<file path="src/rtl/des_pkg.sv">
// Shared Triple-DES types and system-level sizing constants.
package des_pkg;

   localparam int CHUNK_W          = 64;
   localparam int DES_RESULT_DEPTH = 8;

   typedef logic [CHUNK_W-1:0] chunk_t;

endpackage

</file>
<file path="src/rtl/des_result_mem.sv">
// DEPTH x chunk_t simple dual-port storage: one write port, one registered read port.
module des_result_mem
   import des_pkg::*;
#(
   parameter int DEPTH = DES_RESULT_DEPTH,
   parameter int PTR_W = $clog2(DEPTH)
) (
   input  logic             i_clk,
   input  logic             i_rst,
   input  logic             i_wr_en,
   input  logic [PTR_W-1:0] i_wr_addr,
   input  chunk_t           i_wr_data,
   input  logic             i_rd_en,
   input  logic [PTR_W-1:0] i_rd_addr,
   output chunk_t           o_rd_data
);

   chunk_t r_mem [DEPTH];
   chunk_t r_rd_data;

   always_ff @(posedge i_clk) begin
      if (i_wr_en) begin
         r_mem[i_wr_addr] <= i_wr_data;
      end
   end

   // Read-first: a same-address write in this cycle is not visible to the read.
   always_ff @(posedge i_clk or posedge i_rst) begin
      if (i_rst) begin
         r_rd_data <= '0;
      end else if (i_rd_en) begin
         r_rd_data <= r_mem[i_rd_addr];
      end
   end

   assign o_rd_data = r_rd_data;

endmodule

</file>
<file path="src/rtl/des_result_fifo.sv">
// Result FIFO between the Triple-DES core and the AHB read path.
// Define DES_RESULT_FIFO_ERR_EN to add the sticky overflow/underflow err output.
module des_result_fifo
   import des_pkg::*;
#(
   parameter int DEPTH = DES_RESULT_DEPTH,
   parameter int PTR_W = $clog2(DEPTH)
) (
   input  logic           HCLK,
   input  logic           HRESET,
   input  logic           clear,
   input  logic           push,
   input  chunk_t         push_data,
   input  logic           pop,
   output chunk_t         pop_data,
   output logic           pop_valid,
   output logic [PTR_W:0] count,
   output logic           full,
   output logic           empty
`ifdef DES_RESULT_FIFO_ERR_EN
   ,
   output logic           err
`endif
);

   localparam logic [PTR_W:0]   CNT_MAX = (PTR_W+1)'(DEPTH);
   localparam logic [PTR_W-1:0] PTR_ONE = PTR_W'(1);

   logic [PTR_W-1:0] r_wp;
   logic [PTR_W-1:0] r_rp;
   logic [PTR_W:0]   r_count;
   logic             r_pop_valid;

   logic w_full;
   logic w_empty;
   logic w_push_acc;
   logic w_pop_acc;

   assign w_full  = (r_count == CNT_MAX);
   assign w_empty = (r_count == '0);

   // A pop on an empty FIFO is rejected even if a push arrives alongside it.
   assign w_pop_acc  = pop && !w_empty && !clear;
   assign w_push_acc = push && !clear && (!w_full || w_pop_acc);

   always_ff @(posedge HCLK or posedge HRESET) begin
      if (HRESET) begin
         r_wp        <= '0;
         r_rp        <= '0;
         r_count     <= '0;
         r_pop_valid <= 1'b0;
      end else if (clear) begin
         r_wp        <= '0;
         r_rp        <= '0;
         r_count     <= '0;
         r_pop_valid <= 1'b0;
      end else begin
         r_pop_valid <= w_pop_acc;
         if (w_push_acc) begin
            r_wp <= r_wp + PTR_ONE;
         end
         if (w_pop_acc) begin
            r_rp <= r_rp + PTR_ONE;
         end
         if (w_push_acc && !w_pop_acc) begin
            r_count <= r_count + 1'b1;
         end else if (w_pop_acc && !w_push_acc) begin
            r_count <= r_count - 1'b1;
         end
      end
   end

   des_result_mem #(
      .DEPTH (DEPTH),
      .PTR_W (PTR_W)
   ) u_mem (
      .i_clk     (HCLK),
      .i_rst     (HRESET),
      .i_wr_en   (w_push_acc),
      .i_wr_addr (r_wp),
      .i_wr_data (push_data),
      .i_rd_en   (w_pop_acc),
      .i_rd_addr (r_rp),
      .o_rd_data (pop_data)
   );

`ifdef DES_RESULT_FIFO_ERR_EN
   logic r_err;
   logic w_overflow;
   logic w_underflow;

   assign w_overflow  = push && !clear && !w_push_acc;
   assign w_underflow = pop && !clear && !w_pop_acc;

   always_ff @(posedge HCLK or posedge HRESET) begin
      if (HRESET) begin
         r_err <= 1'b0;
      end else if (clear) begin
         r_err <= 1'b0;
      end else if (w_overflow || w_underflow) begin
         r_err <= 1'b1;
      end
   end

   assign err = r_err;
`endif

   assign pop_valid = r_pop_valid;
   assign count     = r_count;
   assign full      = w_full;
   assign empty     = w_empty;

endmodule

</file>
<file path="config.mk">
export PLATFORM = sky130hd
export DESIGN_NAME = des_result_fifo
export DESIGN_NICKNAME = d
export VERILOG_FILES = /design/src/rtl/des_pkg.sv /design/src/rtl/des_result_mem.sv /design/src/rtl/des_result_fifo.sv
export SDC_FILE = /design/constraint.sdc
export NUM_CORES = 1
export LEC_CHECK = 0
export CORE_MARGIN = 2
export CORE_UTILIZATION = 63
export DETAILED_ROUTE_END_ITERATION = 12
export GPL_TIMING_DRIVEN = 1
export PLACE_DENSITY = 0.86
export SETUP_SLACK_MARGIN = 0.5
export SYNTH_ARGS = -nofsm -noshare
export SYNTH_HDL_FRONTEND = slang
export SYNTH_SLANG_ARGS = --single-unit
</file>
<file path="constraint.sdc">
create_clock -name HCLK -period 14.75 [get_ports HCLK]
set_input_delay 3.6875 -clock HCLK [delete_from_list [all_inputs] [get_ports HCLK]]
set_output_delay 3.6875 -clock HCLK [all_outputs]
set_load 0.1 [all_outputs]
</file>
# Word-level counts from Yosys, hierarchy flattened
# Memory sizes are Yosys's and may differ from the RTL's. A register that Yosys moved wholly into a read port is not among the register bits.
# Index checks and enable logic that the tools add are counted.
# W data, S select, Z words.
totals:
  ff_bits: 11
  mem_bits_rw: 512
  input_bits: 69
  output_inout_bits: 71
  elab_cells: 36
  mem_count: 1
classes:
  addsub: 4
  eq_ne: 1
  mux: 10
  reduce_logical: 16
memory_table:
  columns: ["name", "words", "word_bits", "rd", "rd_ports_with_merged_regs", "wr", "line_no", "text"]
  rows:
  - ["u_mem.r_mem", 8, 64, 1, 1, 1, "des_result_mem.sv:18", "chunk_t r_mem [DEPTH];"]
ops:
  columns: ["op", "n"]
  rows:
  - ["$mux W3", 4]
  - ["$mux W4", 3]
  - ["$add A3 B1 Y3 const B", 2]
  - ["$logic_and A1 B1 Y1", 6]
  - ["$logic_not A1 Y1", 5]
  - ["$add A4 B1 Y4 const B", 1]
  - ["$eq A4 B4 Y1 const B", 1]
  - ["$logic_not A4 Y1", 1]
  - ["$reduce_bool A2 Y1", 2]
  - ["$sub A4 B1 Y4 const B", 1]
  - ["$mux W1", 3]
  - ["$reduce_bool A3 Y1", 1]
  - ["$logic_or A1 B1 Y1", 1]

# Logic depth before layout (Yosys ltp)
depth:
  depth_word: 11
  depth_mapped: 10
  ltp_nobuf: 8

# Hierarchy
# Synthesis repeated with hierarchy kept, for this count alone.
hier_totals:
  hier_cells: 1326
  hier_area_um2: 23069.6
by_module_without_submodules:
  columns: ["module", "instances", "cells_each", "area_each_um2", "seq_area_each_um2"]
  rows:
  - ["des_result_mem", 1, 1252, 22352.7, 16976.3]
  - ["des_result_fifo", 1, 74, 716.9, 275.3]

# Least setup slack after synthesis
# OpenSTA, ideal clock, no wires.
synth_path:
  kind: "input to register"
  start: "input port push"
  end: "memory u_mem.r_mem[0][0] in the netlist's numbering (enable)"
  setup_ps: 666
  arrival_time_ps: 10565
  setup_slack_ps: 3519
  cell_stages: 3
  n_path_buf: 1
  cell_sequence: "buf_2 o21ai_4 nor4b_1"
synth_between:
  elab_chain_cells: 4
synth_rtl:
  columns: ["element", "line_no", "text"]
  rows:
  - ["start: declaration", "des_result_fifo.sv:12", "input logic push,"]
  - ["$logic_and A1 B1 Y1 (2 in a row)", "des_result_fifo.sv:44", "assign w_push_acc = push && !clear && (!w_full || w_pop_acc);"]
  - ["$mux W1", "des_result_mem.sv:22", "if (i_wr_en) begin"]
  - ["$mux W1 (not written as such)", "des_result_mem.sv:23", "r_mem[i_wr_addr] <= i_wr_data;"]
  - ["end: declaration", "des_result_mem.sv:18", null]
# No other way between the ends.

# Final worst setup path
layout_path:
  start: "register r_count[0] (netlist: count[0])"
  end: "output port empty"
layout_between:
  elab_chain_cells: 1
layout_rtl:
  columns: ["element", "line_no", "text"]
  rows:
  - ["start: declaration", "des_result_fifo.sv:31", "logic [PTR_W:0] r_count;"]
  - ["start signal: assignment", "des_result_fifo.sv:66", "r_count <= r_count + 1'b1;"]
  - ["start signal: assignment", "des_result_fifo.sv:68", "r_count <= r_count - 1'b1;"]
  - ["$logic_not A4 Y1", "des_result_fifo.sv:40", "assign w_empty = (r_count == '0);"]
  - ["end: declaration", "des_result_fifo.sv:19", "output logic empty"]
# No other way between the ends.

==> metrics.csv <==
metric,value,unit
status,completed,
Period minus WS final,6390,ps
fin crit share,0.433,
"Hold-fix buffers, CTS",0,
P per Cell Area,196,nW/µm²
Final Hold Fails,0,
Slew HR,0.268,
commonest cells in the netlist,"edfxtp_1, mux4_2, nor2_1, dfrtp_1",
core area,34500,µm²
VDD IR max,203,µV
initial drt markers,1046,
site row count,68,
Setup Crit Path Kind,flop to primary output,
first-pass GRT wire length,71500,µm
sequential share of the synthesized area,0.779,
vias in the first global route,11400,
I/O pin cnt,140,
Synth warnings,0,
clock root buffer master,clkbuf_16,
fmax,157,MHz
top cell type's share of synthesized area,0.695,
"Async S/R FF share, synth",0.128,
number of library cell types mapped by synthesis,38,
post-synthesis register bit count,587,
DP HPWL,24800,µm
post-layout util,0.748,
Layout Area Growth over Synthesis,16.7,%
die width,191,µm
number of synthesized flops with an enable pin,512,
pin count of the biggest net entering global routing,75,
CP max stage delay,1200,ps
initial antenna violation count,9,
clock buffer depth,3,
Overflow after GRT,0,
leakage power,8.22,nW
Arrival @ worst endpoint,2700,ps
Setup Skew,15.7,ps
GP Congestion,0.763,
register clock-pin slew on the reported worst setup and hold paths,60,ps
Via Count,10800,
final slew viol count,0,
Post-Syn Area,22100,µm²
die height,191,µm
CP Launch Type,flop,
Vias/cell,6.39,
cell taking the most area after synthesis,edfxtp_1,
worst skew pair latency,580,ps
total number of H-tree levels,2,
PortBufs,139,
DRC Markers,0,
Clock Sink Count,587,
CP Cell Sequence,"nor4_4, clkdlybuf4s50_1",
HP Class,flop to flop,
CTS tree,yes,
DRT Pass-1 Iters,5,
DRT antenna net count,0,
number of max-cap violations,0,
Wirelength per Cell,28.1,µm
synthesized net count,1102,
RSZ-0062 raised after global routing,false,
prevailing post-synth register cell,edfxtp_1,
Fin Hold WS,530,ps
synthesized area per cell,21.5,µm²
slew of the pin with the lowest slew margin,1100,ps
DIE AREA,36700,µm²
Total Routing Usage GR,0.271,
CP required,11060,ps
Initial Util,0.641,
slowest CP cell,clkdlybuf4s50_1,
Setup-failing EPs final,0,
largest cells by area after synthesis,"edfxtp_1, mux4_2, dfrtp_1, mux2i_1, a21oi_1",
CP max FO,8,
Syn Inst Count,1028,
postcts setup bufs,0,
DRT Wirelength,47700,µm
Post-Route Setup TNS,0,ps
"count leader, synth",edfxtp_1,
CTS Buf Count,55,
crit path capture type,primary output,
share of cells above drive strength 1,0.205,
post-CTS resize count,0,
Nets,1266,
==> worst max-delay path, delay by kind of cell, from the launching register on <==
| kind | cells | cell delay [ps] |
|---|---|---|
| buffers and inverters | 1 | 1200 |
| DFF | 1 | 490 |
| and+or+nand+nor | 1 | 430 |
==> layer usage <==
metal / global-route usage / up-vias / share of wire
met1: 0.355 / 5661 / 0.37
met4: 0.0976 / 10 / 0.032
met3: 0.0492 / 119 / 0.070
li1: - / 4522 / -
met5: 0 / - / 0.0013
met2: 0.461 / 529 / 0.52
==> final timing paths <==
check	start	to	slack (ps)	depth (start not counted)
max in group asynchronous	HRESET	r_rp[0]	10060	3
min in group asynchronous	HRESET	u_mem.o_rd_data[1]	3430	2
hold reg to reg	u_mem.o_rd_data[15]	u_mem.o_rd_data[15]	530	2
setup reg to reg	r_rp[0]	u_mem.o_rd_data[49]	11580	5
setup / recovery	count[0]	empty	8360	2
hold / removal	u_mem.o_rd_data[15]	u_mem.o_rd_data[15]	530	2
==> metrics by stage <==
| stage | instance area, µm² | instances | total power [W] | worst slack [ps] |
|---|---|---|---|---|
| floorplan | 22100 | 1028 | 0.00331 | 3520 |
| detailed placement | 24000 | 1590 | 0.00367 | 7930 |
| global route | 25800 | 1696 | 0.00523 | 8300 |
| global placement | 24000 | 1590 | 0.00364 | 7980 |
| CTS | 25800 | 1693 | 0.00510 | 8350 |
| finish | 25800 | 1696 | 0.00507 | 8360 |
==> area by class of cell <==
class,instances,area (µm²)
well taps,455,569
repair buffers,160,1550
fillers,1832,8720
flip-flops and latches,587,17300
diodes,3,7.51
inverters,5,21.3
clock inverters,35,358
multi-input cells,383,4610
clock buffers,68,1450
==> registers in the layout, indices dropped and copies added, names as in the netlist <==
signal / flops
u_mem.r_mem: 512
r_wp: 3
u_mem.o_rd_data: 64
count: 4
r_rp: 3
pop_valid: 1
==> cell usage in the layout (no fill, tap or decap), types with 2 or more instances in the layout <==
cell / synthesis / layout
ha_1: 4 / 4
diode_2: 0 / 3
clkinvlp_4: 0 / 5
nor2_4: 0 / 3
nand3b_1: 2 / 2
clkdlybuf4s50_1: 0 / 139
o211ai_1: 3 / 3
clkbuf_1: 5 / 11
nor2_1: 78 / 75
edfxtp_1: 512 / 512
dfrtp_1: 75 / 72
clkinv_2: 0 / 16
dfrtp_4: 0 / 3
mux2i_1: 66 / 66
buf_4: 17 / 21
xnor2_1: 3 / 3
clkinv_1: 0 / 5
mux4_2: 128 / 128
a211oi_1: 2 / 2
a21oi_1: 66 / 66
xor2_1: 4 / 4
or3_1: 2 / 2
nor3_2: 0 / 3
bufinv_16: 0 / 6
nand2_1: 2 / 2
o21ai_0: 2 / 2
inv_1: 5 / 4
clkbuf_16: 0 / 55
clkbuf_8: 0 / 2
clkinv_8: 0 / 2
==> cell families (layout without fill, tap and decap cells) <==
group,after synthesis,after routing,synth area share
XOR/XNOR,7,7,0.00277
flip-flops,587,587,0.779
other,0,3,0
buffers and inverters,58,268,0.0150
adder cells (fa/ha/maj),5,5,0.00317
AND/OR/NAND/NOR,98,98,0.0198
AO/OA/AOI/OAI,79,79,0.0198
multiplexers,194,194,0.160
==> where the power goes <==
part | internal (W) | switching, W
sequential | 0.00194 | 0.0000972
combinational | 0.000505 | 0.00112
clock | 0.000804 | 0.000605
total | 0.00325 | 0.00182
Note: power is estimated with default switching activity, not from simulation.
